[src/rtl/fwft_prefetch_pipe.sv]
// First-word-fall-through read front end for a fixed-latency standard-mode FIFO core.
// Prefetches into a register skid buffer and presents a registered dout/empty interface.
module fwft_prefetch_pipe #(
  parameter int unsigned DELAY        = 1,
  parameter int unsigned WIDTH        = 32,
  parameter int unsigned FIFO_LATENCY = 1,
  parameter int unsigned EXTRA_DEPTH  = 0,
  localparam int unsigned DEPTH       = FIFO_LATENCY + 1 + EXTRA_DEPTH
) (
  input  logic                       RD_CLK,
  input  logic                       RESET,
  input  logic                       fifo_empty,
  output logic                       fifo_rden,
  input  logic [WIDTH-1:0]           fifo_dout,
  input  logic                       rden,
  input  logic                       flush,
  output logic [WIDTH-1:0]           dout,
  output logic                       empty,
  output logic [$clog2(DEPTH+1)-1:0] level,
  output logic                       underflow
);

  localparam int unsigned LW = $clog2(DEPTH + 1);
  localparam int unsigned SK = DEPTH - 1;
  localparam int unsigned PW = (SK > 1) ? $clog2(SK) : 1;
  localparam int unsigned IW = $clog2(FIFO_LATENCY + 1);
  localparam int unsigned CW = $clog2(DEPTH + FIFO_LATENCY + 1);

  // DELAY is accepted for drop-in compatibility; register updates here are zero-delay.
  if (FIFO_LATENCY < 1 || FIFO_LATENCY > 4 || EXTRA_DEPTH > 4 || DELAY > 1000) begin : g_bad_param
    $error("fwft_prefetch_pipe: parameter out of legal range");
  end

  logic [FIFO_LATENCY-1:0] vld_q, vld_d;
  logic [WIDTH-1:0]        skid_q [SK];
  logic [PW-1:0]           rd_ptr_q, rd_ptr_d, wr_ptr_q, wr_ptr_d;
  logic [LW-1:0]           skid_cnt_q, skid_cnt_d;
  logic [WIDTH-1:0]        dout_q, dout_d;
  logic                    empty_q, empty_d;
  logic                    underflow_q;
  logic                    pop, arrive, skid_we, skid_pop;
  logic [IW-1:0]           inflight;
  logic [CW-1:0]           credit;

  function automatic logic [PW-1:0] ptr_inc(input logic [PW-1:0] p);
    return (p == PW'(SK - 1)) ? '0 : p + 1'b1;
  endfunction

  assign pop       = rden & ~empty_q;
  assign level     = skid_cnt_q + {{(LW-1){1'b0}}, ~empty_q};
  assign inflight  = IW'($countones(vld_q));
  assign credit    = CW'(level) + CW'(inflight) - CW'(pop);
  assign fifo_rden = ~fifo_empty & ~flush & ~RESET & (credit < CW'(DEPTH));
  assign arrive    = vld_q[FIFO_LATENCY-1] & ~flush;

  assign dout      = dout_q;
  assign empty     = empty_q;
  assign underflow = underflow_q;

  always_comb begin
    vld_d      = flush ? '0 : ((vld_q << 1) | FIFO_LATENCY'(fifo_rden));
    dout_d     = dout_q;
    empty_d    = empty_q;
    rd_ptr_d   = rd_ptr_q;
    wr_ptr_d   = wr_ptr_q;
    skid_cnt_d = skid_cnt_q;
    skid_we    = 1'b0;
    skid_pop   = 1'b0;
    if (flush) begin
      empty_d    = 1'b1;
      rd_ptr_d   = '0;
      wr_ptr_d   = '0;
      skid_cnt_d = '0;
    end else begin
      if (pop) begin
        if (skid_cnt_q != '0) begin
          dout_d   = skid_q[rd_ptr_q];
          rd_ptr_d = ptr_inc(rd_ptr_q);
          skid_pop = 1'b1;
        end else if (arrive) begin
          dout_d = fifo_dout;
        end else begin
          empty_d = 1'b1;
        end
      end else if (arrive && empty_q) begin
        dout_d  = fifo_dout;
        empty_d = 1'b0;
      end
      // A returning word bypasses the skid only when nothing older is queued ahead of it.
      skid_we    = arrive & ~((pop | empty_q) & (skid_cnt_q == '0));
      if (skid_we) wr_ptr_d = ptr_inc(wr_ptr_q);
      skid_cnt_d = skid_cnt_q + LW'(skid_we) - LW'(skid_pop);
    end
  end

  always_ff @(posedge RD_CLK) begin
    if (RESET) begin
      vld_q       <= '0;
      rd_ptr_q    <= '0;
      wr_ptr_q    <= '0;
      skid_cnt_q  <= '0;
      dout_q      <= '0;
      empty_q     <= 1'b1;
      underflow_q <= 1'b0;
      for (int unsigned i = 0; i < SK; i++) skid_q[i] <= '0;
    end else begin
      vld_q       <= vld_d;
      rd_ptr_q    <= rd_ptr_d;
      wr_ptr_q    <= wr_ptr_d;
      skid_cnt_q  <= skid_cnt_d;
      dout_q      <= dout_d;
      empty_q     <= empty_d;
      underflow_q <= rden & empty_q;
      if (skid_we) skid_q[wr_ptr_q] <= fifo_dout;
    end
  end

  a_no_overflow: assert property (@(posedge RD_CLK) disable iff (RESET)
    !(arrive && (level == LW'(DEPTH))));

endmodule
[config.mk]
export PLATFORM = sky130hd
export DESIGN_NAME = fwft_prefetch_pipe
export DESIGN_NICKNAME = d
export VERILOG_FILES = /design/src/rtl/fwft_prefetch_pipe.sv
export SDC_FILE = /design/constraint.sdc
export NUM_CORES = 1
export LEC_CHECK = 0
export CAP_MARGIN = 20
export CELL_PAD_IN_SITES_DETAIL_PLACEMENT = 2
export CELL_PAD_IN_SITES_GLOBAL_PLACEMENT = 2
export CORE_MARGIN = 2
export CORE_UTILIZATION = 25
export DETAILED_ROUTE_END_ITERATION = 7
export MAX_ROUTING_LAYER = met4
export PLACE_DENSITY_LB_ADDON = 0.2
export SETUP_SLACK_MARGIN = 0.3
export SLEW_MARGIN = 20
export SYNTH_ARGS = -nofsm -noshare
export SYNTH_HDL_FRONTEND = slang
export SYNTH_SLANG_ARGS = --single-unit
[constraint.sdc]
create_clock -name RD_CLK -period 2.3 [get_ports RD_CLK]
set_input_delay 0.575 -clock RD_CLK [delete_from_list [all_inputs] [get_ports RD_CLK]]
set_output_delay 0.575 -clock RD_CLK [all_outputs]
set_load 0.01 [all_outputs]
==> flow_summary.html <==
<table>
<tr><th>Metric</th><th>Value</th></tr>
<tr><th colspan="2">Status</th></tr>
<tr><td>Outcome</td><td>complete, but fails checks</td></tr>
<tr><td>Failing checks</td><td>setup timing</td></tr>
<tr><th colspan="2">Run</th></tr>
<tr><td>Count of max-cap constraint violations</td><td>0</td></tr>
<tr><th colspan="2">Timing</th></tr>
<tr><td>Setup skew after layout</td><td>0.00785 ns</td></tr>
<tr><td>Worst slew slack as a fraction of its limit</td><td>68.9%</td></tr>
<tr><td>RSZ-0062 raised after global routing</td><td>yes</td></tr>
<tr><td>Number of slew-limit violations in the final report</td><td>0</td></tr>
<tr><td>Achievable frequency</td><td>408 MHz</td></tr>
<tr><td>Count of final hold-check violations</td><td>0</td></tr>
<tr><td>Total negative slack</td><td>-0.153 ns</td></tr>
<tr><td>Final Cycle Share</td><td>107%</td></tr>
<tr><td>Final critical path time including I/O delays and setup</td><td>between 2 and 2.5 ns</td></tr>
<tr><td>Transition at the pin with the smallest max-transition slack</td><td>0.467 ns</td></tr>
<tr><td>Final setup violation count</td><td>1</td></tr>
<tr><td>Worst path setup slack after routing</td><td>-0.153 ns</td></tr>
<tr><th colspan="2">Pwr</th></tr>
<tr><td>Switching part of the total power</td><td>20.9%</td></tr>
<tr><td>Internal power summed over all cells</td><td>2.36 mW</td></tr>
<tr><td>Switching pwr</td><td>623 uW</td></tr>
<tr><td>Clock share of power</td><td>47.0%</td></tr>
<tr><td>Static power due to leakage</td><td>1.52 nW</td></tr>
<tr><td>Combinational group share of total power</td><td>8.0%</td></tr>
<tr><td>Cell area power density</td><td>685 nW/um^2</td></tr>
<tr><td>Total Power Consumption</td><td>2.98 mW</td></tr>
<tr><td>Fraction of power consumed by sequential logic</td><td>44.9%</td></tr>
<tr><td>Worst voltage drop across the vdd grid</td><td>0.000237 V</td></tr>
<tr><th colspan="2">GRT</th></tr>
<tr><td>GRT Util Overall</td><td>about 13%</td></tr>
<tr><td>Initial antenna violation count</td><td>0</td></tr>
<tr><td>Total congestion overflow after global routing</td><td>0</td></tr>
<tr><td>First-pass GRT wire length</td><td>12600 um</td></tr>
<tr><td>Maximum number of pins on one net before global-route repair</td><td>39</td></tr>
<tr><td>Number of global-route vias before repair</td><td>2406</td></tr>
<tr><th colspan="2">CTS</th></tr>
<tr><td>TritonCTS Buffers</td><td>9</td></tr>
<tr><td>Clock transition at the register clock pins on the worst setup and hold paths after CTS</td><td>0.06 ns</td></tr>
<tr><td>Root buffer cell</td><td>sky130_fd_sc_hd__clkbuf_16</td></tr>
<tr><td>TritonCTS clock tree</td><td>done</td></tr>
<tr><td>Clock network latency to the later pin of the worst-skew pair</td><td>about 0.33 ns</td></tr>
<tr><td>Depth of the CTS H-tree</td><td>3</td></tr>
<tr><td>Maximum count of clock buffers along a single path</td><td>2</td></tr>
<tr><td>Clock sink count</td><td>69</td></tr>
<tr><th colspan="2">Detailed routing</th></tr>
<tr><td>Average via count per standard cell</td><td>4.55</td></tr>
<tr><td># DRC</td><td>0</td></tr>
<tr><td>DRT iter0 DRCs</td><td>53</td></tr>
<tr><td>Total iterations of the first detailed-routing run</td><td>4</td></tr>
<tr><td>Remaining antenna violation count</td><td>0</td></tr>
<tr><td>Average detailed-routed wire length per instance</td><td>15.9 um</td></tr>
<tr><td>Final wirelength</td><td>around 7700 um</td></tr>
<tr><td>Via total after detailed routing</td><td>about 2200</td></tr>
<tr><th colspan="2">Synth</th></tr>
<tr><td>FF+latch count, synth</td><td>69</td></tr>
<tr><td>Synthesized area divided by synthesized cell count</td><td>between 10 and 15 sq um</td></tr>
<tr><td>FFs w/ async S/R, synth</td><td>0%</td></tr>
<tr><td>Number of nets produced by synthesis</td><td>286</td></tr>
<tr><td>Seq/Total Area, Yosys</td><td>between 50 and 60%</td></tr>
<tr><td>Distinct cells, synth</td><td>25</td></tr>
<tr><td>Post-synth top flop</td><td>sky130_fd_sc_hd__dfxtp_1</td></tr>
<tr><td>Count of mapped cells out of synthesis</td><td>246</td></tr>
<tr><td>Synth warn</td><td>0</td></tr>
<tr><td>Count of flip-flops with a built-in enable after synthesis</td><td>32</td></tr>
<tr><td>Synthesized cell area</td><td>just under 3000 sq um</td></tr>
<tr><th colspan="2">Setup path</th></tr>
<tr><td>Arrival time of data at the critical path endpoint</td><td>1.88 ns</td></tr>
<tr><td>Data required time of the worst path</td><td>1.73 ns</td></tr>
<tr><td>Top fanout value on the critical path</td><td>2</td></tr>
<tr><td>Crit path launch type</td><td>register</td></tr>
<tr><td>Setup Crit Path Kind</td><td>register to output pin</td></tr>
<tr><td>Type of element capturing the critical path</td><td>output pin</td></tr>
<tr><th colspan="2">Die</th></tr>
<tr><td>Number of primary I/O pins</td><td>74</td></tr>
<tr><td>Die area</td><td>12400 sq um</td></tr>
<tr><td>Site Rows</td><td>39</td></tr>
<tr><td>Die Height</td><td>111 um</td></tr>
<tr><td>Initial core utilization</td><td>25.4%</td></tr>
<tr><td>Core area</td><td>11300 sq um</td></tr>
<tr><td>Die width</td><td>111 um</td></tr>
<tr><th colspan="2">Cells and area</th></tr>
<tr><td>Register cell area after layout</td><td>around 1700 sq um</td></tr>
<tr><td>Ant. Diodes</td><td>0</td></tr>
<tr><td>Finished Layout Cells</td><td>483</td></tr>
<tr><td>Filler cell count</td><td>1200</td></tr>
<tr><td>Ratio of cells with drive above 1 in the final layout</td><td>15.6%</td></tr>
<tr><td>Nets</td><td>375</td></tr>
<tr><td>Area occupied by multi-input gates</td><td>1180 sq um</td></tr>
<tr><td>Syn-to-layout area delta</td><td>51.1%</td></tr>
<tr><th colspan="2">Placement</th></tr>
<tr><td>Final Wtd Congestion</td><td>approximately 0.7</td></tr>
<tr><td>Number of port buffers</td><td>73</td></tr>
<tr><td>DP Wirelength</td><td>roughly 5200 um</td></tr>
<tr><td>Placement-stage worst setup slack</td><td>-0.850 ns</td></tr>
<tr><td>Post-Place Cells</td><td>465</td></tr>
<tr><th colspan="2">Worst hold path</th></tr>
<tr><td>Hold crit path type</td><td>register to register</td></tr>
</table>
==> final timing paths <==
path / startpoint / end / slack (ns) / depth (start not counted)
max: empty / fifo_rden / -0.15 / 7
min: dout[20] / dout[20] / 0.50 / 2
max reg2reg: skid_cnt_q[1] / skid_cnt_q[1] / 0.38 / 8
min reg2reg: dout[20] / dout[20] / 0.50 / 2
==> cells in the final DEF, fill, tap and decap left out, drive strengths merged <==
cell,synthesis,routed
nand2,2,2
edfxtp,32,32
clkbuf,11,16
o311ai,1,1
mux2i,32,32
dfxtp,37,37
buf,6,24
xor2,3,3
inv,4,4
dlygate4sd2,0,1
nor4,2,2
a21oi,1,1
nor3,1,1
nor2b,2,2
clkdlybuf4s15,0,1
bufinv,0,1
nand2b,1,1
a211oi,33,33
clkdlybuf4s50,0,68
xnor2,1,1
o21bai,1,1
and2,33,33
o21ai,2,2
ha,3,3
nor2,37,37
or4b,1,1
==> registers in the layout (all words and copies together), names as in the netlist <==
name	count
dout	32
empty	1
inflight	1
skid_cnt_q	2
skid_q	32
underflow	1
==> cells in the mapped netlist (2+ instances only) <==
cell type	count	area [sq um]
sky130_fd_sc_hd__dfxtp_1	37	741
sky130_fd_sc_hd__nor2_1	37	139
sky130_fd_sc_hd__and2_1	33	206
sky130_fd_sc_hd__a211oi_1	32	240
sky130_fd_sc_hd__edfxtp_1	32	961
sky130_fd_sc_hd__mux2i_1	32	320
sky130_fd_sc_hd__clkbuf_1	10	37.5
sky130_fd_sc_hd__buf_2	4	20.0
sky130_fd_sc_hd__inv_1	4	15.0
sky130_fd_sc_hd__ha_1	3	37.5
sky130_fd_sc_hd__xor2_1	3	26.3
sky130_fd_sc_hd__buf_4	2	15.0
sky130_fd_sc_hd__nand2_1	2	7.51
sky130_fd_sc_hd__nor2b_1	2	12.5
sky130_fd_sc_hd__nor4_1	2	12.5
sky130_fd_sc_hd__o21ai_0	2	10.0
==> final cells by class <==
class                   count  share of cell area, %
clock buffers              15                   6.15
clock inverters             1                  0.690
inverters                   4                  0.345
multi-input cells         156                   27.2
flip-flops and latches     69                   39.2
well taps                 143                   4.11
repair buffers             95                   22.3
==> power by group through the flow <==
stage | clock [mW] | combinational [mW] | sequential (mW)
finish | 1.40 | 0.239 | 1.34
global route | 1.52 | 0.264 | 1.34
CTS | 1.45 | 0.246 | 1.34
detailed placement | 0 | 0.244 | 1.37
global placement | 0 | 0.237 | 1.36
floorplan | 0 | 0.0730 | 1.37
==> metrics by stage <==
stage | hold slack [ns] | util [%] | instance area [sq um]
after floorplan | 0.478 | - | 2920
after global placement | 0.488 | 35.1 | 3970
after detailed placement | 0.497 | 35.1 | 3970
after CTS | 0.504 | 38.3 | 4340
after global routing | 0.519 | 38.4 | 4350
final | 0.501 | 38.4 | 4350
==> routing by layer <==
layer	GRT usage [%]	share of wire, %
met5	-	0
met4	5.43	1.8
met3	2.45	2.8
met2	22.6	51
met1	16.1	44
==> logic make-up (layout without fill, tap and decap cells) <==
group	Yosys count	count (layout)	share of synthesized area [%]
and+or+nand+nor	79	79	13.9
DFF	69	69	59.1
AOI/OAI and AO/OA	38	38	10.1
muxes	32	32	11.1
buffers and inverters	21	115	3.30
xor gates and xnor gates	4	4	1.22
adders and majority gates	3	3	1.30
==> what timing repair did <==
action	CTS	global route
hold buffers	0	0
cloned	0	0
endpoints found under the setup margin	91	23
resized for setup	17	5
setup buffers	1	1
hold endpoints to repair	0	0
pin swaps	4	1
==> worst max-delay path, cell delays in order (launching register included) <==
cell,delay [ns]
sky130_fd_sc_hd__dfxtp_4,0.34
sky130_fd_sc_hd__inv_2,0.06
sky130_fd_sc_hd__ha_4,0.19
sky130_fd_sc_hd__or4b_4,0.50
sky130_fd_sc_hd__o21ai_4,0.08
sky130_fd_sc_hd__xor2_2,0.09
sky130_fd_sc_hd__nor4_2,0.12
sky130_fd_sc_hd__buf_2,0.16
Power figures use the tool's default switching activity.
